<file path="config.mk">
export PLATFORM = sky130hd
export DESIGN_NAME = serializer_flat
export DESIGN_NICKNAME = d
export VERILOG_FILES = /design/src/rtl/serializer_pkg.sv /design/src/rtl/serializer_if.sv /design/src/rtl/serializer.sv /design/src/flat_wrapper.sv
export SDC_FILE = /design/constraint.sdc
export NUM_CORES = 1
export LEC_CHECK = 0
export BUFFER_PORTS_ARGS = -buffer_cell sky130_fd_sc_hd__clkbuf_2
export CORE_MARGIN = 1.5
export CORE_UTILIZATION = 55
export DETAILED_ROUTE_END_ITERATION = 6
export PLACE_DENSITY = 0.75
export SLEW_MARGIN = 20
export SYNTH_ARGS = -nofsm -noshare
export SYNTH_HDL_FRONTEND = slang
export SYNTH_SLANG_ARGS = --single-unit
</file>
<file path="constraint.sdc">
create_clock -name i_clk -period 2.05 [get_ports i_clk]
set_input_delay 0.1025 -clock i_clk [delete_from_list [all_inputs] [get_ports i_clk]]
set_output_delay 0.1025 -clock i_clk [all_outputs]
set_load 0.005 [all_outputs]
</file>
<file path="src/rtl/serializer_pkg.sv">
// Word-size constants shared with the fir_filter serial receive path,
// plus the FSM state type used by the serializer.
package serializer_pkg;

  localparam int FIR_WORD_LEN = 24;

  // Counter width for an index 0..n-1, never narrower than one bit
  function automatic int cnt_width(input int n);
    return (n < 2) ? 1 : $clog2(n);
  endfunction

  typedef enum logic {
    ST_IDLE  = 1'b0,
    ST_SHIFT = 1'b1
  } ser_state_e;

endpackage

</file>
<file path="src/rtl/serializer_if.sv">
// Parallel-word valid/ready handshake feeding the serializer.
interface serializer_if #(
  parameter int LENGTH = serializer_pkg::FIR_WORD_LEN
);

  logic [LENGTH-1:0] iv_din;
  logic              i_din_valid;
  logic              o_din_ready;

  modport master (output iv_din, output i_din_valid, input  o_din_ready);
  modport slave  (input  iv_din, input  i_din_valid, output o_din_ready);

endinterface

</file>
<file path="src/rtl/serializer.sv">
// Parallel-to-serial converter, LSB first, with a one-word holding buffer so
// consecutive words leave back-to-back; o_dout_valid marks each word's last bit.
module serializer
  import serializer_pkg::*;
#(
  parameter int LENGTH = FIR_WORD_LEN
) (
  input  logic         i_clk,
  input  logic         i_rst,
  input  logic         i_en,
  serializer_if.slave  s_if,
  output logic         o_dout,
  output logic         o_dout_valid,
  output logic         o_active,
  output logic         o_busy
);

  localparam int              CNT_W = cnt_width(LENGTH);
  localparam logic [CNT_W-1:0] LAST = CNT_W'(LENGTH - 1);

  ser_state_e        r_state;
  logic [CNT_W-1:0]  r_cnt;
  logic [LENGTH-1:0] r_shift;
  logic [LENGTH-1:0] r_hold;
  logic              r_hold_full;
  logic              r_dout;
  logic              r_dout_valid;
  logic              r_active;

  ser_state_e        w_state_nxt;
  logic [CNT_W-1:0]  w_cnt_nxt;
  logic              w_load;
  logic              w_accept;
  logic              w_out_upd;
  logic              w_dout_nxt;
  logic              w_dvld_nxt;
  logic              w_active_nxt;

  // Ready depends only on the buffer flag, so an accept can never coincide
  // with a reload and the held word is never overwritten.
  assign s_if.o_din_ready = ~r_hold_full;
  assign w_accept         = s_if.i_din_valid & ~r_hold_full;

  always_comb begin
    w_state_nxt  = r_state;
    w_cnt_nxt    = r_cnt;
    w_load       = 1'b0;
    w_out_upd    = 1'b0;
    w_dout_nxt   = 1'b0;
    w_dvld_nxt   = 1'b0;
    w_active_nxt = 1'b0;
    case (r_state)
      ST_IDLE: begin
        w_out_upd = i_en;
        if (r_hold_full) begin
          w_load      = 1'b1;
          w_cnt_nxt   = '0;
          w_state_nxt = ST_SHIFT;
        end
      end
      ST_SHIFT: begin
        if (i_en) begin
          w_out_upd    = 1'b1;
          w_dout_nxt   = r_shift[r_cnt];
          w_active_nxt = 1'b1;
          w_dvld_nxt   = (r_cnt == LAST);
          if (r_cnt == LAST) begin
            if (r_hold_full) begin
              w_load    = 1'b1;
              w_cnt_nxt = '0;
            end else begin
              w_state_nxt = ST_IDLE;
            end
          end else begin
            w_cnt_nxt = r_cnt + CNT_W'(1);
          end
        end
      end
      default: w_state_nxt = ST_IDLE;
    endcase
  end

  always_ff @(posedge i_clk) begin
    if (i_rst) begin
      r_state      <= ST_IDLE;
      r_cnt        <= '0;
      r_shift      <= '0;
      r_hold       <= '0;
      r_hold_full  <= 1'b0;
      r_dout       <= 1'b0;
      r_dout_valid <= 1'b0;
      r_active     <= 1'b0;
    end else begin
      r_state <= w_state_nxt;
      r_cnt   <= w_cnt_nxt;
      if (w_load) begin
        r_shift     <= r_hold;
        r_hold_full <= 1'b0;
      end else if (w_accept) begin
        r_hold      <= s_if.iv_din;
        r_hold_full <= 1'b1;
      end
      if (w_out_upd) begin
        r_dout       <= w_dout_nxt;
        r_dout_valid <= w_dvld_nxt;
        r_active     <= w_active_nxt;
      end
    end
  end

  assign o_dout       = r_dout;
  assign o_dout_valid = r_dout_valid;
  assign o_active     = r_active;
  assign o_busy       = (r_state == ST_SHIFT) | r_hold_full;

endmodule

</file>
<file path="src/flat_wrapper.sv">
// flat-port wrapper written by rule: the top's interface ports become plain ports
module serializer_flat import serializer_pkg::*;
#(
  parameter int LENGTH = FIR_WORD_LEN
)
  (i_clk, i_rst, i_en, o_dout, o_dout_valid, o_active, o_busy, s_if_iv_din, s_if_i_din_valid, s_if_o_din_ready);
  serializer_if #(.LENGTH(LENGTH)) s_if_i ();
  input  logic i_clk;
  input  logic i_rst;
  input  logic i_en;
  output logic o_dout;
  output logic o_dout_valid;
  output logic o_active;
  output logic o_busy;
  input wire logic [$bits(s_if_i.iv_din)-1:0] s_if_iv_din;
  input wire logic [$bits(s_if_i.i_din_valid)-1:0] s_if_i_din_valid;
  output wire logic [$bits(s_if_i.o_din_ready)-1:0] s_if_o_din_ready;
  assign s_if_i.iv_din = s_if_iv_din;
  assign s_if_i.i_din_valid = s_if_i_din_valid;
  assign s_if_o_din_ready = s_if_i.o_din_ready;
  serializer #(.LENGTH(LENGTH)) u_core (.i_clk(i_clk), .i_rst(i_rst), .i_en(i_en), .s_if(s_if_i), .o_dout(o_dout), .o_dout_valid(o_dout_valid), .o_active(o_active), .o_busy(o_busy));
endmodule
</file>
==> run_results.csv <==
group,metric,value,unit
global_route,grt_pass1_wl,9390,microns
placement,routabilityCongestion,0.849,
global_route,gr-usage-met2,41.5,%
final_layout,layout_common_cells,"a21oi_1, dfxtp_1, nand2_1",
placement,placed_area,0.00264,sq mm
critical_path,timing.rr.start,"u_core.r_cnt[1]",
synthesis,synth_warnings,0,
critical_path,worst-path-max-fanout,26,
critical_path,worstSetupPathType,"register to register",
worst_hold_path,min_path_cells,3,
power_and_ir_drop,power_frac_seq,47.0,%
worst_hold_path,min-delay-start,"s_if_i_din_valid",
sta,finalHoldViolations,0,
routing,viasPerCell,5.45,
placement,place_ws,109,ps
global_route,grt_overflow,0,
clocking,cts.sinks,58,
final_layout,nets,381,
floorplan,fp.coreArea,0.00432,sq mm
power_and_ir_drop,leakagePower,1.17,nW
floorplan,io_pins,33,
critical_path,worst_setup_path_start_kind,"register",
clocking,cts.clk_slew.worst_paths,60,ps
synthesis,seq_area_frac_synth,47.2,%
power_and_ir_drop,clockPowerShare,42.1,%
sta,fmax,0.560,GHz
routing,drt_iter0_drc,145,
synthesis,ys_ff_latch,58,
synthesis,syn-cell-area,0.00246,sq mm
final_layout,antenna_cells,0,
power_and_ir_drop,total_power,2.55,mW
sta,slew_violations,0,
placement,hpwl,3270,microns
sta,fin_crit_sh,87.1,%
critical_path,rr_endpoint,"u_core.r_shift[8]",
clocking,cts_buffers,9,
synthesis,netlist-cell-type-count,33,
global_route,grt_pass1_vias,2151,
critical_path,r2r_slack,270,ps
global_route,grt_use_total,24.2,%
power_and_ir_drop,p_switching,0.632,mW
routing,dr.pass1.iters,4,
global_route,grt_busiest_layer,"met2",
sta,finalSetupViolCount,0,
critical_path,reg2regPathDepth,7,
synthesis,synth-edff-count,0,
sta,maxSlewHeadroom,50.0,%
power_and_ir_drop,peakVddDrop,562,uV
power_and_ir_drop,p_int,1.92,mW
critical_path,cp-end-kind,"register",
clocking,cts_tree,"built",
power_and_ir_drop,pwr-share-comb,11.0,%
routing,wl,5520,microns
final_layout,area_growth,25.7,%
placement,dp_cells,369,
synthesis,postSynthAreaPerCell,8.13,sq um
power_and_ir_drop,swShare,24.8,%
synthesis,syn_inst,303,
worst_hold_path,whs_endpoint,"u_core.r_hold_full",
run,drv_cap,0,
sta,rsz0062_at_grt,"no",
clocking,clk_latency,340,ps
routing,ant_nets,0,
floorplan,die_x,69.9,microns
global_route,grt_max_degree,36,
routing,wl_per_cell,13.5,microns
critical_path,cp.arrival,2040,ps
routing,drc,0,
global_route,grt_use_met1,28.1,%
clocking,root_buffer,"clkbuf_8",
worst_hold_path,hold_path.class,"primary input to register",
clocking,clock_path_buffers,2,
sta,tns,0,ps
sta,fin_skew,6.40,ps
power_and_ir_drop,powerDensity,823,mW/mm^2
sta,min_period,1780,ps
synthesis,syn_nets,332,
placement,portBuffers,32,
floorplan,dieArea,0.00489,sq mm
synthesis,ys.flop_type,"dfxtp_1",
final_layout,design_area,0.00310,sq mm
sta,worst_slew_pin_slew,748,ps
final_layout,drive_gt1_share,17.6,%
final_layout,fin_util,71.6,%
global_route,grt_use_met3,7.94,%
floorplan,die_y,69.9,microns
synthesis,async_flop_share,0,%
clocking,htreeDepth,3,
routing,via_count,2228,
floorplan,start_util,56.9,%
floorplan,num_rows,24,
critical_path,cp_data_required_time,2300,ps
sta,timing.hold.ws,40.4,ps
final_layout,final_common_cell,"a21oi_1",
run_status,status,"finished clean",
global_route,antenna_found_initial,0,
sta,layout_setup_ws,265,ps
final_layout,fin_cells,409,
[Yosys cell counts (2+ instances only)]
cell | number | area, sq um
buf_2 | 7 | 35.0
nor2_1 | 5 | 18.8
nand3_1 | 31 | 155
buf_4 | 2 | 15.0
o21ai_1 | 5 | 25.0
nor2b_1 | 5 | 31.3
clkbuf_1 | 17 | 63.8
mux2i_1 | 10 | 100
a31oi_1 | 2 | 12.5
a22oi_1 | 2 | 15.0
o21ai_0 | 21 | 105
a21oi_1 | 59 | 295
dfxtp_1 | 58 | 1160
a311oi_1 | 3 | 26.3
nor3_1 | 2 | 10.0
nand2_1 | 55 | 206
inv_1 | 2 | 7.51
nand2b_1 | 2 | 12.5
[critical path: stages, from the launching register on]
cell and delay (ps):
dfxtp_1 510, ha_1 240, buf_4 140, nand4b_4 110
o21ai_4 130, buf_4 290, nand3_1 120, a21oi_1 160
[power groups by stage]
stage	Clock (mW)	Sequential (mW)	Combinational [mW]
final	1.07	1.20	0.279
after global routing	1.13	1.20	0.311
after CTS	1.09	1.20	0.276
after detailed placement	0	1.22	0.240
after global placement	0	1.22	0.236
after floorplan	0	1.22	0.169
[registers in the layout, summed over array words and instances, names as in the netlist]
signal	cells
u_core.r_hold	24
u_core.r_state	1
u_core.o_active	1
u_core.o_dout_valid	1
u_core.r_shift	24
u_core.r_hold_full	1
u_core.o_dout	1
u_core.r_cnt	5
[layout make-up]
| cell class | count | area [sq um] |
|---|---|---|
| repair buffers | 65 | 480 |
| clock buffers | 12 | 155 |
| clock inverters | 4 | 50.0 |
| multi-input cells | 215 | 1170 |
| fillers | 349 | 1230 |
| inverters | 3 | 11.3 |
| flip-flops and latches | 58 | 1160 |
| well taps | 52 | 65.1 |
[metal layers]
layer / up-vias / share of wire, %
met4: 0 / 1.4
met3: 8 / 4.1
met1: 1026 / 45
li1: 1152 / -
met2: 42 / 49
met5: - / 0
[worst max-delay path by stage]
stage | to | startpoint | slack, ps
after floorplan | u_core.o_dout | u_core.r_cnt[0] | 600
after global placement | u_core.r_shift[1] | u_core.r_cnt[1] | 180
after detailed placement | u_core.r_shift[4] | u_core.r_cnt[1] | 110
after CTS | u_core.r_shift[4] | u_core.r_cnt[1] | 90
after global routing | u_core.r_shift[3] | u_core.r_cnt[1] | 150
final | u_core.r_shift[8] | u_core.r_cnt[1] | 270
[cell families (layout without fill, tap and decap cells)]
group                    after synthesis  in the layout  share of synthesized area [%]
XOR/XNOR                               1              1                          0.356
AO/OA/AOI/OAI                         97             97                           21.5
adder cells (fa/ha/maj)                1              1                          0.508
buffers and inverters                 30             84                           5.54
AND/OR/NAND/NOR                      105            105                           19.9
multiplexers                          11             11                           4.98
flip-flops                            58             58                           47.2
[repair_timing]
item | CTS | global route
setup buffers | 0 | 0
hold buffers | 24 | 0
resized for setup | 0 | 1
endpoints found under the hold margin | 24 | 0
setup endpoints to repair | 0 | 8
(Power assumes the default switching activity.)
